$ cat src/rtl/edge_threshold_pkg.sv
// edge_threshold_pkg: shared image geometry, word types and FSM state encoding for the edge threshold stage
package edge_pkg;
    localparam int IMG_W         = 352;
    localparam int IMG_H         = 288;
    localparam int WORDS_PER_ROW = 88;
    localparam int IMG_WORDS     = 25344;
    localparam int RES_BASE      = 25344;
    typedef logic [31:0] word_t;
    typedef logic [15:0] halfword_t;
    typedef enum logic [2:0] {IDLE, READ, LATCH, WRITE, DONE} thr_state_t;
endpackage

$ cat src/rtl/edge_threshold_if.sv
// edge_threshold_if: shared memory port plus start/finish handshake of the edge threshold stage
interface edge_threshold_if;
    import edge_pkg::*;
    halfword_t   addr;
    word_t       dataR;
    word_t       dataW;
    logic        en;
    logic        we;
    logic        start;
    logic [7:0]  thr;
    logic        finish;
    logic [16:0] edge_count;
    modport master(output addr, dataW, en, we, finish, edge_count, input dataR, start, thr);
    modport slave(input addr, dataW, en, we, finish, edge_count, output dataR, start, thr);
endinterface

$ cat src/rtl/edge_threshold_word.sv
// thr_word: binarises the four pixels of a word against a threshold and counts the hits
module thr_word
    import edge_pkg::*;
(
    input  word_t      word,
    input  logic [7:0] thr,
    output word_t      bin,
    output logic [2:0] hits
);
    logic [3:0] hit;
    for (genvar b = 0; b < 4; b++) begin : g_pix
        assign hit[b]          = word[8*b +: 8] >= thr;
        assign bin[8*b +: 8]   = {8{hit[b]}};
    end
    assign hits = 3'(hit[0]) + 3'(hit[1]) + 3'(hit[2]) + 3'(hit[3]);
endmodule

$ cat src/rtl/edge_threshold.sv
// edge_threshold: binarises an edge-magnitude image in shared memory and counts edge pixels
module edge_threshold
    import edge_pkg::*;
#(
    parameter int SRC_BASE  = RES_BASE,
    parameter int DST_BASE  = RES_BASE,
    parameter int NUM_WORDS = IMG_WORDS
) (
    input logic clk,
    input logic reset,
    edge_threshold_if.master bus
);
    if (NUM_WORDS < 1 || NUM_WORDS > 32767 || SRC_BASE + NUM_WORDS > 65536 || DST_BASE + NUM_WORDS > 65536) begin : g_bad_params
        $error("edge_threshold: word count or address range out of bounds");
    end
    thr_state_t  state, nxt;
    logic [14:0] i, i_n;
    logic [7:0]  thr_q;
    logic [2:0]  hits_q, hits;
    word_t       bin;
    logic        last;
    assign last = i == 15'(NUM_WORDS - 1);
    assign i_n  = state == IDLE ? 15'd0 : (state == WRITE && !last) ? i + 15'd1 : i;
    thr_word u_word (.word(bus.dataR), .thr(thr_q), .bin(bin), .hits(hits));
    always_ff @(posedge clk)
        state <= reset ? IDLE : nxt;
    always_comb begin
        nxt = state == IDLE  ? (bus.start ? READ : IDLE) :
              state == READ  ? LATCH :
              state == LATCH ? WRITE :
              state == WRITE ? (last ? DONE : READ) :
                               (bus.start ? DONE : IDLE);
    end
    // Bus outputs are registered from the next state so they are valid for the whole state cycle.
    always_ff @(posedge clk) begin
        if (reset) begin
            bus.addr       <= '0;
            bus.dataW      <= '0;
            bus.en         <= 1'b0;
            bus.we         <= 1'b0;
            bus.finish     <= 1'b0;
            bus.edge_count <= '0;
            i              <= '0;
            thr_q          <= '0;
            hits_q         <= '0;
        end else begin
            i          <= i_n;
            bus.en     <= nxt == READ || nxt == WRITE;
            bus.we     <= nxt == WRITE;
            bus.finish <= nxt == DONE;
            if (nxt == READ || nxt == WRITE)
                bus.addr <= halfword_t'(nxt == WRITE ? DST_BASE : SRC_BASE) + halfword_t'(i_n);
            if (state == IDLE && bus.start) begin
                thr_q          <= bus.thr;
                bus.edge_count <= '0;
            end
            if (state == LATCH) begin
                bus.dataW <= bin;
                hits_q    <= hits;
            end
            if (state == WRITE)
                bus.edge_count <= bus.edge_count + 17'(hits_q);
        end
    end
endmodule

$ cat src/flat_wrapper.sv
// flat-port wrapper written by rule: the top's interface ports become plain ports
module edge_threshold_flat import edge_pkg::*;
#(
    parameter int SRC_BASE  = RES_BASE,
    parameter int DST_BASE  = RES_BASE,
    parameter int NUM_WORDS = IMG_WORDS
)
  (clk, reset, bus_addr, bus_dataW, bus_en, bus_we, bus_finish, bus_edge_count, bus_dataR, bus_start, bus_thr);
  edge_threshold_if bus_i ();
  input logic clk;
  input logic reset;
  output wire logic [$bits(bus_i.addr)-1:0] bus_addr;
  output wire logic [$bits(bus_i.dataW)-1:0] bus_dataW;
  output wire logic [$bits(bus_i.en)-1:0] bus_en;
  output wire logic [$bits(bus_i.we)-1:0] bus_we;
  output wire logic [$bits(bus_i.finish)-1:0] bus_finish;
  output wire logic [$bits(bus_i.edge_count)-1:0] bus_edge_count;
  input wire logic [$bits(bus_i.dataR)-1:0] bus_dataR;
  input wire logic [$bits(bus_i.start)-1:0] bus_start;
  input wire logic [$bits(bus_i.thr)-1:0] bus_thr;
  assign bus_addr = bus_i.addr;
  assign bus_dataW = bus_i.dataW;
  assign bus_en = bus_i.en;
  assign bus_we = bus_i.we;
  assign bus_finish = bus_i.finish;
  assign bus_edge_count = bus_i.edge_count;
  assign bus_i.dataR = bus_dataR;
  assign bus_i.start = bus_start;
  assign bus_i.thr = bus_thr;
  edge_threshold #(.SRC_BASE(SRC_BASE), .DST_BASE(DST_BASE), .NUM_WORDS(NUM_WORDS)) u_core (.clk(clk), .reset(reset), .bus(bus_i));
endmodule
$ cat config.mk
export PLATFORM = sky130hd
export DESIGN_NAME = edge_threshold_flat
export DESIGN_NICKNAME = d
export VERILOG_FILES = /design/src/rtl/edge_threshold_pkg.sv /design/src/rtl/edge_threshold_if.sv /design/src/rtl/edge_threshold_word.sv /design/src/rtl/edge_threshold.sv /design/src/flat_wrapper.sv
export SDC_FILE = /design/constraint.sdc
export NUM_CORES = 1
export LEC_CHECK = 0
export BUFFER_PORTS_ARGS = -buffer_cell sky130_fd_sc_hd__buf_2
export CAP_MARGIN = 25
export CORE_MARGIN = 10
export CORE_UTILIZATION = 25
export CTS_CLUSTER_DIAMETER = 200
export DETAILED_ROUTE_END_ITERATION = 10
export HOLD_SLACK_MARGIN = 0.03
export SLEW_MARGIN = 20
export SYNTH_ARGS = -nofsm -noshare
export SYNTH_HDL_FRONTEND = slang
export SYNTH_HIERARCHICAL = 1
export SYNTH_SLANG_ARGS = --single-unit
$ cat constraint.sdc
create_clock -name clk -period 3.14 [get_ports clk]
set_input_delay 0.314 -clock clk [delete_from_list [all_inputs] [get_ports clk]]
set_output_delay 0.314 -clock clk [all_outputs]
set_load 0.1 [all_outputs]
==> metrics.md, run 1 <==
| Metric | Value |
|---|---|
| Status | `complete, no violations` |
| Max_cap viols | `0` |
| Distinct cell type count after synthesis | `56` |
| Largest net degree at the start of global routing | `64` |
| Main area contributors after synthesis | `dfxtp_1 (38%), ha_1 (9.5%), nand2_1 (8.5%)` |
| Clock Path Buffers | `2` |
| Worst EP arrival | `3040 ps` |
| Syn Area/Cell | `8.40 sq um` |
| Period utilization | `0.898` |
| Clk_lat worst skew | `360 ps` |
| Top cell type's share of synthesized area | `0.377` |
| Core ar. | `0.0202 sq mm` |
| Setup crit end kind | `flop` |
| PwrDens | `570 mW/mm^2` |
| CTS resizes | `0` |
| Fill cell count | `2132` |
| Synth Flop Type | `dfxtp_1` |
| Fmax | `0.355 GHz` |
| RSZ-0062 raised after global routing | `no` |
| Final min period | `2820 ps` |
| Endpoints failing hold | `0` |
| Drt first pass iters | `4` |
| Root buffer cell | `clkbuf_16` |
| Slew @ Worst Pin | `838 ps` |
| Routed len/inst | `14.1 um` |
| Crit Reg-Reg Endpoint | `u_core/hits_q[1]$_SDFFE_PP0P_` |
| Worst stage delay on the critical path | `540 ps` |
| VDD IR-drop max | `0.322 mV` |
| Synthesized area | `0.00515 sq mm` |
| Crit path from | `u_core/thr_q[7]$_SDFFE_PP0P_` |
| Die Wd | `164 um` |
| Die area | `0.0267 sq mm` |
| Syn nets | `697` |
| Worst R2R Setup Slack | `320 ps` |
| CP max-delay cell | `o21ai_1` |
| TritonCTS clock tree | `built` |
| H-Tree Level Count | `3` |
| Post-DP HPWL | `10000 um` |
| CTS clock-pin slew for the worst setup and hold paths | `70 ps` |
| Chip height | `164 um` |
| Area leader, netlist | `dfxtp_1` |
| Worst relative slew slack | `0.438` |
| Yosys reg bits | `97` |
| Area grow syn2layout | `17.4%` |
| GPL Wtd Cong | `0.832` |
| CTS buffer count | `9` |
| Nets@finish | `770` |
| Number of flops mapped to enable cells by yosys | `0` |
| DRC | `0` |
| Worst setup path category | `flop to flop` |
| CTS sink cnt | `97` |
| Vias in the first global route | `4166` |
| Final Max Tran Viols | `0` |
| Hold-fix buffers, CTS | `0` |
| First-pass GRT wire length | `21700 um` |
| Pleak | `2.53 nW` |
| Reg2reg start | `u_core/thr_q[7]$_SDFFE_PP0P_` |
| Synthesis warning total | `6` |
| Core Rows | `52` |
| Initial antenna violation count | `1` |
| Gr usage total | `0.101` |
| R2R depth | `10` |
| Crit path max fanout | `9` |
| Critical path depth | `10` |
| CP most frequent cell | `ha_1` |
| Routed vias | `4256` |
| Layout cells sized above 1 | `0.236` |
| # Post-CTS Setup Buffers | `0` |
| Final WL | `13600 um` |
| HP Start | `bus_thr[0]` |
| Avg Vias per Cell | `4.42` |
| Asr flop ratio synth | `0` |
| Hold WC Path Type | `primary input to flop` |
| Routed Antenna Nets | `0` |
| CP Launch Type | `flop` |
| Worst-path cell chain | `inv_1, ha_1, and3_2, nand3_1, o21ai_1, fa_1, ha_1, ha_1, nand2_1, a21oi_1` |
| I/O pins | `111` |
| Sequential cell area fraction in the yosys report | `0.377` |
| Synthesized instance count | `613` |
| CP endpoint | `u_core/hits_q[1]$_SDFFE_PP0P_` |
| Final setup viols | `0` |
| # port buffers | `110` |
| Initial Utilization | `0.255` |
| WP buf/inv | `1` |
| Worst Clk Skew | `13.9 ps` |
| Top delay family on crit path | `adder cells` |
| Gr ovfl total | `0` |
| CP required | `3360 ps` |
| Initial DRC count | `214` |
| Final Power | `3.45 mW` |
| Sum Neg Setup Slack | `0 ps` |
==> stage by stage <==
stage / setup slack, ps / std cells / hold WS [ps] / area [sq um] / utilization
floorplan: 276 / 613 / 398 / 5150 / -
detailed placement: 306 / 945 / 443 / 5730 / 0.283
global route: 107 / 961 / 201 / 6040 / 0.299
global placement: 346 / 945 / 439 / 5730 / 0.283
finish: 320 / 963 / 201 / 6050 / 0.299
CTS: 286 / 961 / 179 / 6040 / 0.299
==> how the worst min path moves through the flow <==
stage / end / slack, ps / depth (start not counted)
floorplan: u_core/state[1]$_SDFF_PP0_ / 400 / 1
global placement: u_core/bus.addr[2]$_SDFFE_PP0P_ / 440 / 2
detailed placement: u_core/bus.addr[10]$_SDFFE_PP0P_ / 440 / 2
CTS: u_core/thr_q[0]$_SDFFE_PP0P_ / 180 / 3
global route: u_core/thr_q[2]$_SDFFE_PP0P_ / 200 / 3
finish: u_core/thr_q[0]$_SDFFE_PP0P_ / 200 / 3
==> per-layer routing <==
| metal | share of wire | vias to the layer above | wire length (um) | GRT usage |
|---|---|---|---|---|
| met2 | 0.45 | 78 | 6170 | 0.161 |
| met3 | 0.074 | 10 | 1000 | 0.0393 |
| li1 | - | 2240 | - | - |
| met5 | 0 | - | 0 | 0 |
| met1 | 0.46 | 1928 | 6300 | 0.124 |
| met4 | 0.0096 | 0 | 131 | 0.0260 |
==> registers in the layout, summed over array words and instances (netlist names) <==
name                   flops
u_core/bus.addr           16
u_core/bus.dataW          32
u_core/bus.edge_count     17
u_core/bus.en              1
u_core/bus.finish          1
u_core/bus.we              1
u_core/hits_q              3
u_core/i                  15
u_core/state               3
u_core/thr_q               8
==> tightest hold or removal path, cell delays in order <==
cell     delay, ps
buf_2           90
nand2_1         40
a21oi_1         50
==> cell families after synthesis <==
group,share of synthesized area
buffers and inverters,0.0925
and+or+nand+nor,0.246
xor gates and xnor gates,0.0238
adders and majority gates,0.103
DFF,0.377
muxes,0.0206
AOI/OAI and AO/OA,0.138
==> where the power goes <==
part,switching [mW],internal [mW],leakage [nW]
Combinational,0.702,0.209,1.59
Clock,0.550,0.642,0.153
Sequential,0.0445,1.30,0.788
==> cell usage in the layout (no fill, tap or decap), types with 4 or more instances in the layout <==
master,n
a211oi_1,4
a21o_1,13
a21oi_1,54
a221oi_2,4
a311oi_1,4
a31oi_1,9
and2_1,5
and3_1,4
and3_2,5
buf_2,110
buf_4,10
clkbuf_16,9
dfxtp_1,97
ha_1,39
inv_1,18
mux2_2,5
mux2i_1,5
nand2_1,117
nand2b_1,6
nand3_1,20
nand3b_1,6
nand4_1,6
nor2_1,40
nor3_1,18
nor4_1,7
o21ai_0,12
o21ai_1,4
or3_1,5
xnor2_1,7
xor2_1,7
==> cell usage after synthesis, drive strengths merged (6+ instances only) <==
cell type  instances
a21o              13
a21oi             54
a31oi              9
and2               8
and3               9
buf               31
clkbuf            26
dfxtp             97
ha                39
inv               18
nand2            117
nand2b             6
nand3             21
nand3b             7
nand4              7
nor2              40
nor3              18
nor4               7
o21ai             16
xnor2              7
xor2               7
==> layout make-up <==
class	count	area, sq um	share of cell area
Multi-Input combinational cell	439	2730	0.452
Tap cell	270	338	0.0558
Clock buffer	9	225	0.0372
Antenna cell	2	5.00	0.000827
Inverter	18	67.6	0.0112
Clock inverter	7	93.8	0.0155
Timing Repair Buffer	121	646	0.107
Sequential cell	97	1940	0.321
(Power assumes the default switching activity.)
==> run 2, diff against run 1 <==
--- a/config.mk
+++ b/config.mk
@@ -12,5 +12,7 @@
 export CTS_CLUSTER_DIAMETER = 200
 export DETAILED_ROUTE_END_ITERATION = 10
+export GPL_ROUTABILITY_DRIVEN = 1
 export HOLD_SLACK_MARGIN = 0.03
+export SETUP_SLACK_MARGIN = 0.5
 export SLEW_MARGIN = 20
 export SYNTH_ARGS = -nofsm -noshare
==> constraint.sdc (replaced) <==
create_clock -name clk -period 3.14 [get_ports clk]
set_input_delay 0.628 -clock clk [delete_from_list [all_inputs] [get_ports clk]]
set_output_delay 0.628 -clock clk [all_outputs]
set_load 0.1 [all_outputs]
==> run 2 against run 1 <==
Clock power shrank 6%. Cell count up 0.21%. Sequential share of layout area fell by 0.56 points. Routed wire length up 1.4%. Worst hold slack improved by 250 ps. Critical endpoint is now u_core/bus.addr[13]$_SDFFE_PP0P_. Flip-flop and latch count is the same.
==> metrics.md, run 2 (synthesized netlist as in run 1, its figures left out) <==
| Metric | Value |
|---|---|
| Max_cap viols | `0 (unchanged)` |
| Sum Neg Setup Slack | `0 ps (unchanged)` |
| Routed Antenna Nets | `0 (unchanged)` |
| CP max-delay cell | `or4b_4` |
| VDD IR-drop max | `0.274 mV (-15%)` |
| Post-DP HPWL | `10300 um (+2.8%)` |
| Top delay family on crit path | `simple AND/OR/NAND/NOR gates` |
| Nets@finish | `773 (+0.39%)` |
| RSZ-0062 raised after global routing | `no` |
| Final Power | `3.41 mW (-1.1%)` |
| Crit path max fanout | `19 (+10)` |
| Layout cells sized above 1 | `0.272 (+0.0364)` |
| CTS buffer count | `9 (unchanged)` |
| Period utilization | `0.804 (-0.0944)` |
| Root buffer cell | `clkbuf_16` |
| Largest net degree at the start of global routing | `36 (-44%)` |
| Initial antenna violation count | `1 (unchanged)` |
| Vias in the first global route | `4153 (-0.31%)` |
| Final min period | `2520 ps (-296 ps)` |
| Util after Layout | `0.305 (+0.00612)` |
| CTS clock-pin slew for the worst setup and hold paths | `80 ps (about the same)` |
| WP buf/inv | `0 (-1)` |
| Gr ovfl total | `0 (unchanged)` |
| Worst hold slack | `450 ps (+249 ps)` |
| CP Launch Type | `flop` |
| Worst Clk Skew | `12.9 ps (-0.931 ps)` |
| Routed len/inst | `14.3 um (+1.2%)` |
| Initial DRC count | `273 (+28%)` |
| Top reg by flops | `u_core/bus.dataW` |
| Final WL | `13800 um (+1.4%)` |
| Core Rows | `52 (unchanged)` |
| Most frequent cells in the layout | `nand2_1 (117), buf_2 (110), dfxtp_1 (93), a21oi_1 (54), nor2_1 (40)` |
| Avg Vias per Cell | `4.45 (+0.68%)` |
| Clk_lat worst skew | `350 ps (about the same)` |
| Drt first pass iters | `5 (+1)` |
| TritonCTS clock tree | `built` |
| DRC | `0 (unchanged)` |
| Worst-path cell chain | `nand3b_4, nor4_2, mux2i_1, or4b_4, or3_1, nand3_1` |
| Gr usage total | `0.101 (-0.000483)` |
| Endpoints failing hold | `0 (unchanged)` |
| PwrDens | `553 mW/mm^2 (-3.1%)` |
| CP required | `3440 ps (+80 ps)` |
| Hold-fix buffers, CTS | `0 (unchanged)` |
| Commonest non-fill, non-tap cell in the layout | `nand2_1` |
| Core ar. | `0.0202 sq mm (unchanged)` |
| Area grow syn2layout | `19.8%` |
| Worst setup path category | `flop to flop` |
| Worst relative slew slack | `0.594 (+0.156)` |
| Worst stage delay on the critical path | `560 ps (+20 ps)` |
| Routed vias | `4294 (+0.89%)` |
| Setup crit end kind | `flop` |
| Final setup viols | `0 (unchanged)` |
| Worst EP arrival | `2820 ps (-220 ps)` |
| Die Wd | `164 um (unchanged)` |
| Die area | `0.0267 sq mm (unchanged)` |
| GPL Wtd Cong | `0.800 (-3.9%)` |
| Clock Path Buffers | `2 (unchanged)` |
| Regs by FF count | `u_core/bus.dataW x32, u_core/bus.edge_count x17, u_core/bus.addr x16` |
| Hold WC Path Type | `flop to flop` |
| Initial Utilization | `0.255 (unchanged)` |
| I/O pins | `111 (unchanged)` |
| Slew @ Worst Pin | `593 ps (-245 ps)` |
| # port buffers | `110 (unchanged)` |
| Status | `complete, no violations` |
| Chip height | `164 um (unchanged)` |
| CTS sink cnt | `97 (unchanged)` |
| Max reg flops | `32 (unchanged)` |
| H-Tree Level Count | `3 (unchanged)` |
| Final Max Tran Viols | `0 (unchanged)` |
| First-pass GRT wire length | `21700 um (about the same)` |
| Pleak | `2.55 nW (+0.62%)` |
| Fmax | `0.396 GHz (+12%)` |
==> run 2: cell types whose count changed in the layout (fill, tap and decap cells not counted), sizes merged <==
cell,before,now
buf,121,124
clkinv,1,4
bufinv,1,0
clkinvlp,1,0
diode,2,1
inv,22,21
==> run 2: worst register-to-register path: cells and delay by family (launching register included) <==
family	cells	cell delay, ps
flops	1	530
simple gates	5	1680
mux	1	270
==> run 2: worst paths after layout <==
kind         cells after the start  slack, ps                             from                          endpoint
max                              6        620       u_core/state[0]$_SDFF_PP0_  u_core/bus.addr[13]$_SDFFE_PP0P_
min                              2        450  u_core/bus.addr[7]$_SDFFE_PP0P_   u_core/bus.addr[7]$_SDFFE_PP0P_
max reg2reg                      6        620       u_core/state[0]$_SDFF_PP0_  u_core/bus.addr[13]$_SDFFE_PP0P_
min reg2reg                      2        450  u_core/bus.addr[7]$_SDFFE_PP0P_   u_core/bus.addr[7]$_SDFFE_PP0P_
==> run 2: per-layer routing <==
metal,track usage,up-vias,share of wire
li1,-,2242,-
met1,0.125,1952,0.47
met2,0.161,88,0.45
met3,0.0355,12,0.067
met4,0.0288,0,0.011
met5,0,-,0
==> run 2: cell type report <==
type / instances / area, sq um
tap: 270 / 338
timing repair buffer: 124 / 656
fill: 2167 / 14100
clock buffer: 9 / 225
inverter: 18 / 67.6
sequential: 97 / 1950
multi-input combinational: 439 / 2860
clock inverter: 7 / 81.3
antenna: 1 / 2.50
==> run 2: stage by stage <==
stage / instance area [sq um] / setup WS (ps) / std cells
final: 6170 / 617 / 965
after global routing: 6170 / 495 / 964
after CTS: 6090 / 501 / 963
after detailed placement: 5770 / 277 / 947
after global placement: 5770 / 299 / 947
after floorplan: 5200 / 501 / 613
==> run 2: where the power goes <==
group | switching (mW) | internal (mW)
registers | 0.0443 | 1.30
clock network | 0.553 | 0.569
logic | 0.717 | 0.227
==> run 2: what timing repair did <==
item,in CTS,in global routing
pin swaps,0,3
buffers inserted,0,1
endpoints found under the hold margin,0,0
resized for setup,1,17
endpoints found under the setup margin,1,8
